===== config.mk =====
export PLATFORM = sky130hd
export DESIGN_NAME = imem_loader_flat
export DESIGN_NICKNAME = d
export VERILOG_FILES = /design/src/rtl/imem_loader_if.sv /design/src/rtl/imem_loader.sv /design/src/flat_wrapper.sv
export SDC_FILE = /design/constraint.sdc
export NUM_CORES = 1
export LEC_CHECK = 0
export CAP_MARGIN = 10
export CORE_AREA = 2 2 113 115
export DETAILED_ROUTE_END_ITERATION = 8
export DIE_AREA = 0 0 115 117
export GPL_TIMING_DRIVEN = 0
export HOLD_SLACK_MARGIN = 0.05
export PLACE_DENSITY = 0.69
export REMOVE_ABC_BUFFERS = 1
export SLEW_MARGIN = 20
export SYNTH_ARGS = -nofsm -noshare
export SYNTH_HDL_FRONTEND = slang
export SYNTH_SLANG_ARGS = --single-unit

===== constraint.sdc =====
create_clock -name clk -period 6.66 [get_ports clk]
set_clock_uncertainty 0.2 [all_clocks]
set_input_delay 1.998 -clock clk [delete_from_list [all_inputs] [get_ports clk]]
set_output_delay 1.998 -clock clk [all_outputs]
set_load 0.005 [all_outputs]

===== src/rtl/imem_loader_if.sv =====
`default_nettype none
// ============================================================================
// Module   : imem_loader_if
// Brief    : Byte-stream input, instruction-memory write port and core-control
//            status bundle for the boot-time program loader.
// Revision : 1.0 - initial release
// ============================================================================
interface imem_loader_if #(
    parameter int ADDR_W = 8
);
    logic              in_valid;
    logic [7:0]        in_data;
    logic              in_ready;
    logic              reload;
    logic              imem_we;
    logic [ADDR_W-1:0] imem_waddr;
    logic [31:0]       imem_wdata;
    logic              core_reset;
    logic              done;
    logic              error;
    logic [15:0]       loaded_words;

    modport slave (
        input  in_valid, in_data, reload,
        output in_ready, imem_we, imem_waddr, imem_wdata,
               core_reset, done, error, loaded_words
    );

    modport master (
        output in_valid, in_data, reload,
        input  in_ready, imem_we, imem_waddr, imem_wdata,
               core_reset, done, error, loaded_words
    );
endinterface
`default_nettype wire


===== src/rtl/imem_loader.sv =====
`default_nettype none
// ============================================================================
// Module   : imem_loader
// Brief    : Assembles a length-prefixed little-endian byte stream into 32-bit
//            words, writes them to instruction memory, then releases the core.
// Revision : 1.0 - initial release
// ============================================================================
module imem_loader #(
    parameter int DEPTH  = 256,
    parameter int ADDR_W = 8
) (
    input  logic         clk,
    input  logic         reset,
    imem_loader_if.slave bus
);
    localparam logic [2:0]  c_LEN_LO = 3'd0;
    localparam logic [2:0]  c_LEN_HI = 3'd1;
    localparam logic [2:0]  c_DATA   = 3'd2;
    localparam logic [2:0]  c_FINISH = 3'd3;
    localparam logic [2:0]  c_DONE   = 3'd4;
    localparam logic [2:0]  c_ERR    = 3'd5;
    localparam logic [15:0] c_DEPTH  = 16'(DEPTH);

    logic [2:0]        r_state;
    logic [7:0]        r_len_lo;
    logic [15:0]       r_len;
    logic [1:0]        r_idx;
    logic [23:0]       r_buf;
    logic              r_we;
    logic [ADDR_W-1:0] r_waddr;
    logic [31:0]       r_wdata;
    logic [15:0]       r_loaded;

    logic              w_ready;
    logic              w_accept;
    logic              w_reload;
    logic [15:0]       w_len_full;
    logic [15:0]       w_loaded_next;

    assign w_ready       = (r_state == c_LEN_LO) || (r_state == c_LEN_HI) || (r_state == c_DATA);
    assign w_accept      = bus.in_valid && w_ready;
    assign w_reload      = bus.reload && ((r_state == c_DONE) || (r_state == c_ERR));
    assign w_len_full    = {bus.in_data, r_len_lo};
    assign w_loaded_next = r_loaded + 16'd1;

    always_ff @(posedge clk) begin
        if (reset) begin
            r_state  <= c_LEN_LO;
            r_len_lo <= 8'd0;
            r_len    <= 16'd0;
            r_idx    <= 2'd0;
            r_buf    <= 24'd0;
            r_we     <= 1'b0;
            r_waddr  <= '0;
            r_wdata  <= 32'd0;
            r_loaded <= 16'd0;
        end else begin
            r_we <= 1'b0;
            case (r_state)
                c_LEN_LO: begin
                    if (w_accept) begin
                        r_len_lo <= bus.in_data;
                        r_state  <= c_LEN_HI;
                    end
                end
                c_LEN_HI: begin
                    if (w_accept) begin
                        r_len <= w_len_full;
                        if ((w_len_full == 16'd0) || (w_len_full > c_DEPTH)) begin
                            r_state <= c_ERR;
                        end else begin
                            r_state <= c_DATA;
                        end
                    end
                end
                c_DATA: begin
                    if (w_accept) begin
                        r_idx <= r_idx + 2'd1;
                        case (r_idx)
                            2'd0: r_buf[7:0]   <= bus.in_data;
                            2'd1: r_buf[15:8]  <= bus.in_data;
                            2'd2: r_buf[23:16] <= bus.in_data;
                            default: begin
                                // Word complete: the write issues on the next cycle at the pre-increment count.
                                r_we     <= 1'b1;
                                r_waddr  <= r_loaded[ADDR_W-1:0];
                                r_wdata  <= {bus.in_data, r_buf};
                                r_loaded <= w_loaded_next;
                                if (w_loaded_next == r_len) begin
                                    r_state <= c_FINISH;
                                end
                            end
                        endcase
                    end
                end
                c_FINISH: begin
                    r_state <= c_DONE;
                end
                c_DONE, c_ERR: begin
                    if (w_reload) begin
                        r_state  <= c_LEN_LO;
                        r_loaded <= 16'd0;
                        r_idx    <= 2'd0;
                    end
                end
                default: begin
                    r_state <= c_LEN_LO;
                end
            endcase
        end
    end

    assign bus.in_ready     = w_ready;
    assign bus.imem_we      = r_we;
    assign bus.imem_waddr   = r_waddr;
    assign bus.imem_wdata   = r_wdata;
    assign bus.core_reset   = (r_state != c_DONE);
    assign bus.done         = (r_state == c_DONE);
    assign bus.error        = (r_state == c_ERR);
    assign bus.loaded_words = r_loaded;

endmodule
`default_nettype wire


===== src/flat_wrapper.sv =====
// flat-port wrapper written by rule: the top's interface ports become plain ports
module imem_loader_flat 
#(
    parameter int DEPTH  = 256,
    parameter int ADDR_W = 8
)
  (clk, reset, bus_in_valid, bus_in_data, bus_reload, bus_in_ready, bus_imem_we, bus_imem_waddr, bus_imem_wdata, bus_core_reset, bus_done, bus_error, bus_loaded_words);
  imem_loader_if #(.ADDR_W(ADDR_W)) bus_i ();
  input  logic clk;
  input  logic reset;
  input wire logic [$bits(bus_i.in_valid)-1:0] bus_in_valid;
  input wire logic [$bits(bus_i.in_data)-1:0] bus_in_data;
  input wire logic [$bits(bus_i.reload)-1:0] bus_reload;
  output wire logic [$bits(bus_i.in_ready)-1:0] bus_in_ready;
  output wire logic [$bits(bus_i.imem_we)-1:0] bus_imem_we;
  output wire logic [$bits(bus_i.imem_waddr)-1:0] bus_imem_waddr;
  output wire logic [$bits(bus_i.imem_wdata)-1:0] bus_imem_wdata;
  output wire logic [$bits(bus_i.core_reset)-1:0] bus_core_reset;
  output wire logic [$bits(bus_i.done)-1:0] bus_done;
  output wire logic [$bits(bus_i.error)-1:0] bus_error;
  output wire logic [$bits(bus_i.loaded_words)-1:0] bus_loaded_words;
  assign bus_i.in_valid = bus_in_valid;
  assign bus_i.in_data = bus_in_data;
  assign bus_i.reload = bus_reload;
  assign bus_in_ready = bus_i.in_ready;
  assign bus_imem_we = bus_i.imem_we;
  assign bus_imem_waddr = bus_i.imem_waddr;
  assign bus_imem_wdata = bus_i.imem_wdata;
  assign bus_core_reset = bus_i.core_reset;
  assign bus_done = bus_i.done;
  assign bus_error = bus_i.error;
  assign bus_loaded_words = bus_i.loaded_words;
  imem_loader #(.DEPTH(DEPTH), .ADDR_W(ADDR_W)) u_core (.clk(clk), .reset(reset), .bus(bus_i));
endmodule

==> summary.txt <==
Layout
  – Final nets: 674
  – Area of the multi-input gates: 0.00240 mm²
  – Area growth syn-to-layout: 22.3%
  – Share of layout cells above drive strength 1: 5.44%
  – Sequential cell area: 0.00220 mm²
  – Layout fillers: 1215
  – Inserted Diodes: 0

Yosys
  – Number of distinct library cells after synthesis: 57
  – Synth Warn #: 0
  – Number of synthesized flops with an enable pin: 0
  – Register area share after synthesis: 45.7%
  – Area share of the largest cell type after synthesis: 45.7%
  – Largest area contributor in the netlist: dfxtp_1
  – Area of the mapped netlist: 0.00482 mm²
  – Post-synthesis async set-or-reset flop share: 0%
  – Synthesized instance count: 622
  – Area contributors post-synth: dfxtp_1 (46%), nand2_1 (14%), a21oi_1 (12%)
  – Synth Register Bits: 110
  – Main synth FF type: dfxtp_1
  – Post-synthesis area per instance: 7.74 µm²

Setup path
  – CP arrival: 4.42 ns
  – FF-to-FF Start: u_core.r_state[0]$_SDFFE_PP0P_
  – Startpoint types: input port
  – R2r worst-path depth: 6
  – FF-to-FF End: u_core.bus.loaded_words[9]$_SDFFE_PP0P_
  – Crit path from: bus_in_valid
  – Reg2reg setup slack: 3.96 ns
  – Setup CP Type: input port to flip-flop
  – Crit. End Element: flip-flop
  – Critical Path End: u_core.bus.loaded_words[9]$_SDFFE_PP0P_
  – Critical path required time: 6.69 ns
  – Critical path peak fanout: 61

Clocking
  – TritonCTS buffer count: 9
  – Post-CTS sizing: 0
  – Worst skew pair latency: 0.35 ns
  – CTS hold repair buffers: 0
  – Clock transition at the registers of the reported paths: 0.07 ns
  – TritonCTS clock tree: done
  – Root buffer cell: clkbuf_16
  – Htree depth: 3
  – Post-CTS Setup Bufs: 0
  – Clock sink count: 110
  – Clock Tree Buf Depth: 2

STA
  – Crit path time final: 4.39 ns
  – Slew Limit Fails: 0
  – Final Hold Violating Endpoints: 0
  – Max Fclk: 228 MHz
  – Final WS setup: 2.27 ns
  – Final critical-path share of the clock period: 66.0%
  – Relative slew slack: 36.6%
  – # setup viols final: 0
  – Least-Margin Pin Slew: 0.948 ns
  – RSZ-0062 raised after global routing: no

Drt
  – DRC: 0
  – Pre-antenna DRT Iters: 5
  – DRT iter0 DRCs: 307
  – Detailed Route WL: 11800 µm
  – Final ANT Viol Nets: 0
  – Via count: 4287
  – Via density: 5.28
  – Drt wl/cell: 14.5 µm

Floorplanning
  – IO Count: 73
  – Site Rows: 41
  – Chip height: 117 µm
  – Placeable Area: 0.0123 mm²
  – Die X: 115 µm
  – Die Footprint: 0.0135 mm²
  – Starting Density: 39.1%

Status
  – Status: finished clean

Placement
  – Post-Place Setup Slack: 1.92 ns
  – RePlAce Congestion: 0.840
  – Hpwl dp: 7880 µm
  – IO buf count: 72

Global routing
  – GRT Util Overall: 17.8%
  – Largest net degree at the start of global routing: 62
  – First-pass GRT wire length: 19100 µm
  – Vias in the first global route: 3973
  – Total grt overflow: 0
  – Initial antenna violation count: 0

Power
  – Pwr Total: 1280 µW
  – Maximum vdd drop: 0.109 mV
  – Leakage power: 0.00193 µW
  – Pwr dens: 217 mW/mm²

Worst hold path
  – Worst min path class: flip-flop to flip-flop

Job
  – MaxCap Viol Count: 0
[cell usage in the layout (no fill, tap or decap), drive strengths merged, types with 3 or more instances in the layout]
cell type / synthesis / routed
nand2b: 5 / 5
a311oi: 3 / 3
clkdlybuf4s50: 0 / 71
or4: 3 / 3
nand2: 176 / 176
inv: 5 / 8
a22oi: 3 / 3
clkbuf: 40 / 10
o21ai: 10 / 10
buf: 12 / 5
nor4: 8 / 8
nand4: 6 / 6
nor3: 10 / 10
a211oi: 3 / 3
xor2: 3 / 3
dfxtp: 110 / 110
a21oi: 111 / 111
ha: 5 / 5
nor2: 31 / 31
xnor2: 18 / 18
nand3: 28 / 28
[synth_stat cells (2+ instances only)]
master and n:
a211oi_1 3, mux2i_1 2, buf_4 3, and2_1 2
o21ai_1 5, nor2b_1 2, inv_1 5, a21oi_1 111
buf_2 6, a31oi_1 2, nor3_1 9, dfxtp_1 110
nor3b_1 2, a311oi_1 3, nor4_1 8, nand4_4 2
nand4_1 3, ha_1 5, xor2_1 3, nand3_1 27
clkbuf_1 40, a22oi_1 3, or4_1 3, nand2b_1 5
nor2_1 30, buf_1 2, or2_1 2, o21ai_0 5
xnor2_1 17, nand2_1 175
[worst min path at each step]
| stage | slack (ns) | to | depth (start not counted) | start |
|---|---|---|---|---|
| detailed placement | 0.25 | u_core.bus.imem_wdata[14]$_SDFFE_PP0P_ | 2 | u_core.r_buf[14]$_SDFFE_PP0P_ |
| global route | 0.27 | u_core.bus.imem_wdata[15]$_SDFFE_PP0P_ | 2 | u_core.r_buf[15]$_SDFFE_PP0P_ |
| finish | 0.25 | u_core.bus.imem_waddr[6]$_SDFFE_PP0P_ | 2 | u_core.bus.imem_waddr[6]$_SDFFE_PP0P_ |
| floorplan | 0.23 | u_core.bus.imem_wdata[0]$_SDFFE_PP0P_ | 2 | u_core.r_buf[0]$_SDFFE_PP0P_ |
| CTS | 0.26 | u_core.bus.imem_waddr[0]$_SDFFE_PP0P_ | 2 | u_core.bus.imem_waddr[0]$_SDFFE_PP0P_ |
| global placement | 0.24 | u_core.bus.imem_wdata[5]$_SDFFE_PP0P_ | 2 | u_core.r_buf[5]$_SDFFE_PP0P_ |
[worst max-delay path, stage by stage]
cell and delay, ns:
clkdlybuf4s50_1 0.54, nor4bb_4 0.49, nand2_4 0.47, nand2_1 0.51, o21ai_0 0.17, a21oi_1 0.17
nor2_1 0.05
[power breakdown]
part           internal [µW]  switching [µW]  total, µW
clock                    295             249        544
combinational           23.5            39.5       63.0
sequential               664            7.79        672
[state kept, by name (all words and copies together) (netlist names)]
| signal | flops |
|---|---|
| u_core.r_idx | 2 |
| u_core.bus.imem_waddr | 8 |
| u_core.bus.imem_wdata | 32 |
| u_core.r_len | 16 |
| u_core.r_state | 3 |
| u_core.bus.imem_we | 1 |
| u_core.bus.loaded_words | 16 |
| u_core.r_len_lo | 8 |
| u_core.r_buf | 24 |
[metrics by stage]
stage	setup TNS [ns]	utilization [%]	cell area [µm²]	hold slack (ns)	cells
after detailed placement	0	45.4	5590	0.247	796
after global placement	-185.75	44.7	5500	0.239	792
final	0	47.8	5890	0.255	812
after floorplan	-5.19	-	4590	0.226	570
after global routing	0	47.8	5890	0.274	812
after CTS	0	47.8	5890	0.259	812
[kinds of logic after synthesis]
logic type	Yosys count	share of synthesized area, %
AOI/OAI and AO/OA	142	16.4
xor gates and xnor gates	21	3.98
DFF	110	45.7
buffers and inverters	57	4.99
adders and majority gates	5	1.30
and+or+nand+nor	285	27.2
muxes	2	0.416
[per-layer routing]
metal  up-vias  routed length [µm]  global-route usage [%]
li1       2171                   -                       -
met5         -                   0                       0
met4         0                 185                    6.51
met3        19                 547                    3.24
met1      1998                5380                    23.1
met2        99                5680                    29.8
[final cells by class]
| cell class | instances | area share (%) |
|---|---|---|
| multi-input combinational | 455 | 40.7 |
| tap | 150 | 3.19 |
| clock buffer | 10 | 3.89 |
| sequential | 110 | 37.4 |
| inverter | 5 | 0.319 |
| timing repair buffer | 76 | 13.3 |
| clock inverter | 6 | 1.17 |
Power figures use the tool's default switching activity.
